`config.mk`:
```
export PLATFORM = sky130hd
export DESIGN_NAME = lzd_norm_pipe
export DESIGN_NICKNAME = d
export VERILOG_FILES = /design/src/rtl/awgn_lzd_pkg.sv /design/src/rtl/lzd_tree.sv /design/src/rtl/lzd_norm_pipe.sv
export SDC_FILE = /design/constraint.sdc
export NUM_CORES = 1
export LEC_CHECK = 0
export BUFFER_PORTS_ARGS = -buffer_cell sky130_fd_sc_hd__buf_2
export CAP_MARGIN = 10
export CELL_PAD_IN_SITES_DETAIL_PLACEMENT = 1
export CELL_PAD_IN_SITES_GLOBAL_PLACEMENT = 1
export CORE_ASPECT_RATIO = 0.75
export CORE_UTILIZATION = 50
export CTS_CLUSTER_DIAMETER = 30
export DETAILED_ROUTE_END_ITERATION = 12
export HOLD_SLACK_MARGIN = 0.06
export PLACE_DENSITY_LB_ADDON = 0.1
export SYNTH_ARGS = -nofsm -noshare
export SYNTH_HDL_FRONTEND = slang
export SYNTH_SLANG_ARGS = --single-unit
```
`constraint.sdc`:
```
create_clock -name clk -period 3.3 [get_ports clk]
set_input_delay 0 -clock clk [delete_from_list [all_inputs] [get_ports clk]]
set_output_delay 0 -clock clk [all_outputs]
set_load 0.02 [all_outputs]
```
`src/rtl/awgn_lzd_pkg.sv`:
```
// Shared helpers for the AWGN leading-zero detect / normalise path.
// Both the count width and the all-zero count code are derived from the operand width.
package awgn_lzd_pkg;

    function automatic int lzd_count_width(input int width);
        return $clog2(width);
    endfunction

    // An all-zero operand reports the all-ones count, as the old fixed-width LZD did.
    function automatic int lzd_zero_code(input int width);
        return width - 1;
    endfunction

endpackage

```
`src/rtl/lzd_tree.sv`:
```
// Combinational leading-zero detector built as a pairwise valid/position tree.
// Each level halves the node count and prepends one bit to the position.
module lzd_tree
    import awgn_lzd_pkg::*;
#(
    parameter int  WIDTH = 32,
    localparam int CW    = lzd_count_width(WIDTH)
) (
    input  logic [WIDTH-1:0] data,
    output logic             zero,
    output logic [CW-1:0]    lzc
);

    for (genvar l = 1; l <= CW; l++) begin : g_lvl
        localparam int N = WIDTH >> l;
        logic [N-1:0]        v;
        logic [N-1:0][l-1:0] p;

        for (genvar i = 0; i < N; i++) begin : g_node
            if (l == 1) begin : g_leaf
                assign v[i] = data[2*i+1] | data[2*i];
                assign p[i] = ~data[2*i+1];
            end else begin : g_merge
                // The upper half wins when it holds a one; otherwise count past it into the lower half.
                logic hi_v;
                assign hi_v = g_lvl[l-1].v[2*i+1];
                assign v[i] = hi_v | g_lvl[l-1].v[2*i];
                assign p[i] = hi_v ? {1'b0, g_lvl[l-1].p[2*i+1]}
                                   : {1'b1, g_lvl[l-1].p[2*i]};
            end
        end
    end

    assign zero = ~g_lvl[CW].v[0];
    assign lzc  = g_lvl[CW].p[0];

endmodule

```
`src/rtl/lzd_norm_pipe.sv`:
```
// Three-stage pipelined leading-zero detector and normaliser with valid/ready flow control.
// Stages: capture, leading-zero count, left-justify; a tag rides along with each beat.
module lzd_norm_pipe
    import awgn_lzd_pkg::*;
#(
    parameter int  WIDTH = 32,
    parameter int  TAG_W = 4,
    localparam int CW    = lzd_count_width(WIDTH)
) (
    input  logic             clk,
    input  logic             rst_n,
    input  logic             in_valid,
    output logic             in_ready,
    input  logic [WIDTH-1:0] in_data,
    input  logic [TAG_W-1:0] in_tag,
    output logic             out_valid,
    input  logic             out_ready,
    output logic [CW-1:0]    out_lzc,
    output logic [WIDTH-1:0] out_norm,
    output logic             out_zero,
    output logic [TAG_W-1:0] out_tag
);

    if (WIDTH < 8 || WIDTH > 64 || (WIDTH & (WIDTH - 1)) != 0) begin : g_bad_width
        $error("lzd_norm_pipe: WIDTH must be a power of two between 8 and 64");
    end
    if (TAG_W < 1) begin : g_bad_tag
        $error("lzd_norm_pipe: TAG_W must be at least 1");
    end

    logic             v1, v2, v3;
    logic             en1, en2, en3;
    logic [WIDTH-1:0] s1_data, s2_data;
    logic [TAG_W-1:0] s1_tag, s2_tag;
    logic [CW-1:0]    s2_lzc, tree_lzc;
    logic             s2_zero, tree_zero;

    // A stage may advance when it is empty or the stage after it is advancing.
    assign en3       = ~v3 | out_ready;
    assign en2       = ~v2 | en3;
    assign en1       = ~v1 | en2;
    assign in_ready  = en1;
    assign out_valid = v3;

    lzd_tree #(.WIDTH(WIDTH)) u_tree (
        .data (s1_data),
        .zero (tree_zero),
        .lzc  (tree_lzc)
    );

    always_ff @(posedge clk or negedge rst_n) begin
        if (!rst_n) begin
            v1      <= 1'b0;
            s1_data <= '0;
            s1_tag  <= '0;
        end else if (en1) begin
            v1 <= in_valid;
            if (in_valid) begin
                s1_data <= in_data;
                s1_tag  <= in_tag;
            end
        end
    end

    always_ff @(posedge clk or negedge rst_n) begin
        if (!rst_n) begin
            v2      <= 1'b0;
            s2_data <= '0;
            s2_tag  <= '0;
            s2_lzc  <= '0;
            s2_zero <= 1'b0;
        end else if (en2) begin
            v2 <= v1;
            if (v1) begin
                s2_data <= s1_data;
                s2_tag  <= s1_tag;
                s2_lzc  <= tree_lzc;
                s2_zero <= tree_zero;
            end
        end
    end

    // Shifting a zero operand by the all-ones count still yields zero, so no special case is needed.
    always_ff @(posedge clk or negedge rst_n) begin
        if (!rst_n) begin
            v3       <= 1'b0;
            out_norm <= '0;
            out_lzc  <= '0;
            out_zero <= 1'b0;
            out_tag  <= '0;
        end else if (en3) begin
            v3 <= v2;
            if (v2) begin
                out_norm <= s2_data << s2_lzc;
                out_lzc  <= s2_lzc;
                out_zero <= s2_zero;
                out_tag  <= s2_tag;
            end
        end
    end

endmodule

```
==> key figures <==
Critical path
  – Worst Setup Path Type: reg2reg
  – Worst endpoint data arrival time: around 2.8 ns
  – Kind of end point of the critical path: register
  – Maximum fanout count along the critical path: 27
  – CP Launch Type: register
  – Required time of the critical path: between 3 and 4 ns

Logic synthesis
  – Number of distinct library cells after synthesis: 50
  – Cell type contributing the most total cell area after synthesis: sky130_fd_sc_hd__dfrtp_1
  – Number of storage elements in the synthesis netlist: 123
  – Synthesized netlist net count: 560
  – Post-Synthesis Cell Area: just over 6000 µm²
  – Most common flop cell mapped by yosys: sky130_fd_sc_hd__dfrtp_1
  – Avg Cell Area, Syn: 12.0 µm²
  – Syn. warnings: 0
  – Share of Yosys cell area claimed by the top area cell type: around half
  – Proportion of synthesized chip area in sequential cells: approximately 50%
  – Synth area leaders: sky130_fd_sc_hd__dfrtp_1 49%, sky130_fd_sc_hd__mux2_2 14%, sky130_fd_sc_hd__mux4_2 8.7%
  – Number of instances in the synthesized netlist: 520
  – Number of synthesized flops with an enable pin: 0
  – Ys async rst share: 100%

Finish
  – Fraction of final layout cells sized beyond drive strength 1: 35.6%
  – Core occupancy in the finished layout: about two thirds
  – Number of antenna repair diodes: 0
  – Finished Layout Cells: 817
  – Final-stage net count: 682
  – Commonest non-fill, non-tap cell in the layout: sky130_fd_sc_hd__dfrtp_1
  – Fillers: 1205
  – Multi-input gate area: 2960 µm²
  – Area Growth Syn to Fin: 26.3%
  – Post-route cell area: slightly below 8000 µm²
  – Most used cells in the layout excluding fill and tap cells: 122 x sky130_fd_sc_hd__dfrtp_1, 82 x sky130_fd_sc_hd__buf_2, 76 x sky130_fd_sc_hd__mux2_2
  – Storage element area: between 3000 and 4000 µm²

CTS
  – Clock root cell: sky130_fd_sc_hd__clkbuf_16
  – Number of gates resized after cts: 0
  – Setup Fix Bufs, Post-CTS: 0
  – Clock-pin slew on the worst setup and hold paths: roughly 0.050 ns
  – Hold Buf Count CTS: 39
  – Clock latency of the later-clocked register in the worst-skew pair: roughly 0.42 ns
  – CTS tree: done
  – H-tree depth reported by CTS: 4
  – Number of sinks on the clock net: 123
  – Buffers from clock root to sink, at most: 2
  – Cts bufs inserted: 17

Run status
  – Status: complete, no violations

Power
  – Part of the power in the clock network: between 30% and 40%
  – Leakage power total: roughly 3.5 nW
  – Sw power: 2.27 mW
  – Total design power: ~6.6 mW
  – Sequential cell fraction of total power: a little over a third
  – Power per Cell Area: approximately 840 nW/µm²
  – Internal Pwr Total: about 4.3 mW
  – Comb pwr share: about 32%
  – Largest voltage drop on the vdd net: about 0.50 mV
  – Switching share of power: 34.5%

Route
  – First-pass iteration count of the detailed router: 5
  – Wire length after detailed routing: about 18000 µm
  – Antenna-violating nets left: 0
  – Via Count: ~5000
  – First DRT Iteration DRCs: about 330
  – Routed vias/inst: roughly 6.1
  – Per-cell routed wire length: about 22 µm
  – Number of remaining DRC errors: 0

Floorplanning
  – Die Span X: roughly 130 µm
  – Initial Util: 52.5%
  – Std-Cell Rows: 34
  – Std-Cell Core Area: approximately 12000 µm²
  – Area of the die: approximately 13000 µm²
  – Top Ports: 84
  – Vertical die dimension: ~100 µm

Place
  – GPL Wtd Cong: between 0.8 and 0.9
  – Hpwl dp: approximately 12000 µm
  – Post-Place Cell Area: between 6000 and 7000 µm²
  – Count of input and output buffers: 83
  – Placed cell count: 746
  – Pre-CTS WS: about 0.79 ns

STA
  – Fmax: approximately 400 MHz
  – Relative max-transition margin: 42.5%
  – RSZ-0062 raised after global routing: false
  – Post-Route Skew: between 0.005 and 0.006 ns
  – Clock period minus worst slack: roughly 2.5 ns
  – Final setup violation count: 0
  – Final hold violation count: 0
  – Fraction of the cycle the final worst path needs: 77.1%
  – Final setup margin: about 0.76 ns
  – Final Max Slew Viols: 0
  – Setup tns final: 0 ns
  – Slew at the pin closest to its max-slew limit: around 0.86 ns
  – Smallest hold slack: approximately 0.24 ns

Global routing
  – Global-route wire length before repair: a little under 30000 µm
  – Leftover overflow at the end of global routing: 0
  – Pin count of the biggest net entering global routing: between 100 and 150
  – Vias in the first global route: 5295
  – Antenna violations before repair: 0
  – Overall Global Routing Usage: around 30%

Job
  – Max_cap viols: 0

Worst hold path
  – Class of the most critical hold timing path: in2async
-- layout make-up --
type / instances / area share [%]
sequential: 123 / 39.2
multi-input combinational: 358 / 37.7
timing repair buffer: 135 / 11.7
clock buffer: 23 / 6.21
tap: 162 / 2.58
clock inverter: 9 / 2.34
inverter: 7 / 0.334
-- cell families after synthesis --
group,share of synthesized area [%]
buf+inv,3.01
compound gates,10.9
simple gates,8.96
mux,27.7
flops,49.4
-- worst paths after layout --
path	start	end	slack [ns]	cells past startpoint
max	s2_lzc[0]$_DFFE_PN0P_	out_norm[30]$_DFFE_PN0P_	0.76	4
min in group clk	in_data[25]	s1_data[25]$_DFFE_PN0P_	0.34	3
max in group asynchronous	rst_n	s2_lzc[0]$_DFFE_PN0P_	2.57	3
min reg2reg	out_lzc[4]$_DFFE_PN0P_	out_lzc[4]$_DFFE_PN0P_	0.47	2
max reg2reg	s2_lzc[0]$_DFFE_PN0P_	out_norm[30]$_DFFE_PN0P_	0.76	4
min	rst_n	out_tag[2]$_DFFE_PN0P_	0.24	3
-- state kept, by name, indices dropped and copies added, names as in the netlist --
register,flops
out_lzc,5
out_norm,32
out_tag,4
out_valid,1
out_zero,1
s1_data,32
s1_tag,4
s2_data,32
s2_lzc,5
s2_tag,4
s2_zero,1
v1,1
v2,1
-- Yosys cell counts, drive strengths merged (4+ instances only) --
master and count:
mux2 82, nand2b 8, nor4 4, o221ai 6, inv 7, a21oi 17
a221o 8, nand2 64, nor2 34, dfrtp 123, mux4 24, mux2i 25
clkbuf 15, o21ai 31, buf 17, nand3 4
-- layer usage --
layer	track usage, %	wire length (µm)	vias up
met2	47.5	8490	140
met3	6.08	819	33
met1	41.0	7970	2594
li1	-	-	2191
met4	12.7	430	0
met5	0	0	-
-- critical path: stages, from the launching register on --
cell and delay, ns:
sky130_fd_sc_hd__dfrtp_2 0.82, sky130_fd_sc_hd__mux4_2 0.63, sky130_fd_sc_hd__mux2i_1 0.41, sky130_fd_sc_hd__a21oi_1 0.17, sky130_fd_sc_hd__a311o_1 0.39
-- power groups by stage --
| stage | registers (mW) | logic, mW | clock network, mW |
|---|---|---|---|
| final | 2.35 | 2.13 | 2.11 |
| after global routing | 2.41 | 2.29 | 2.19 |
| after CTS | 2.34 | 2.12 | 2.13 |
| after detailed placement | 2.35 | 2.05 | 0 |
| after global placement | 2.32 | 1.99 | 0 |
| after floorplan | 2.44 | 1.25 | 0 |
Note: power is estimated with default switching activity, not from simulation.
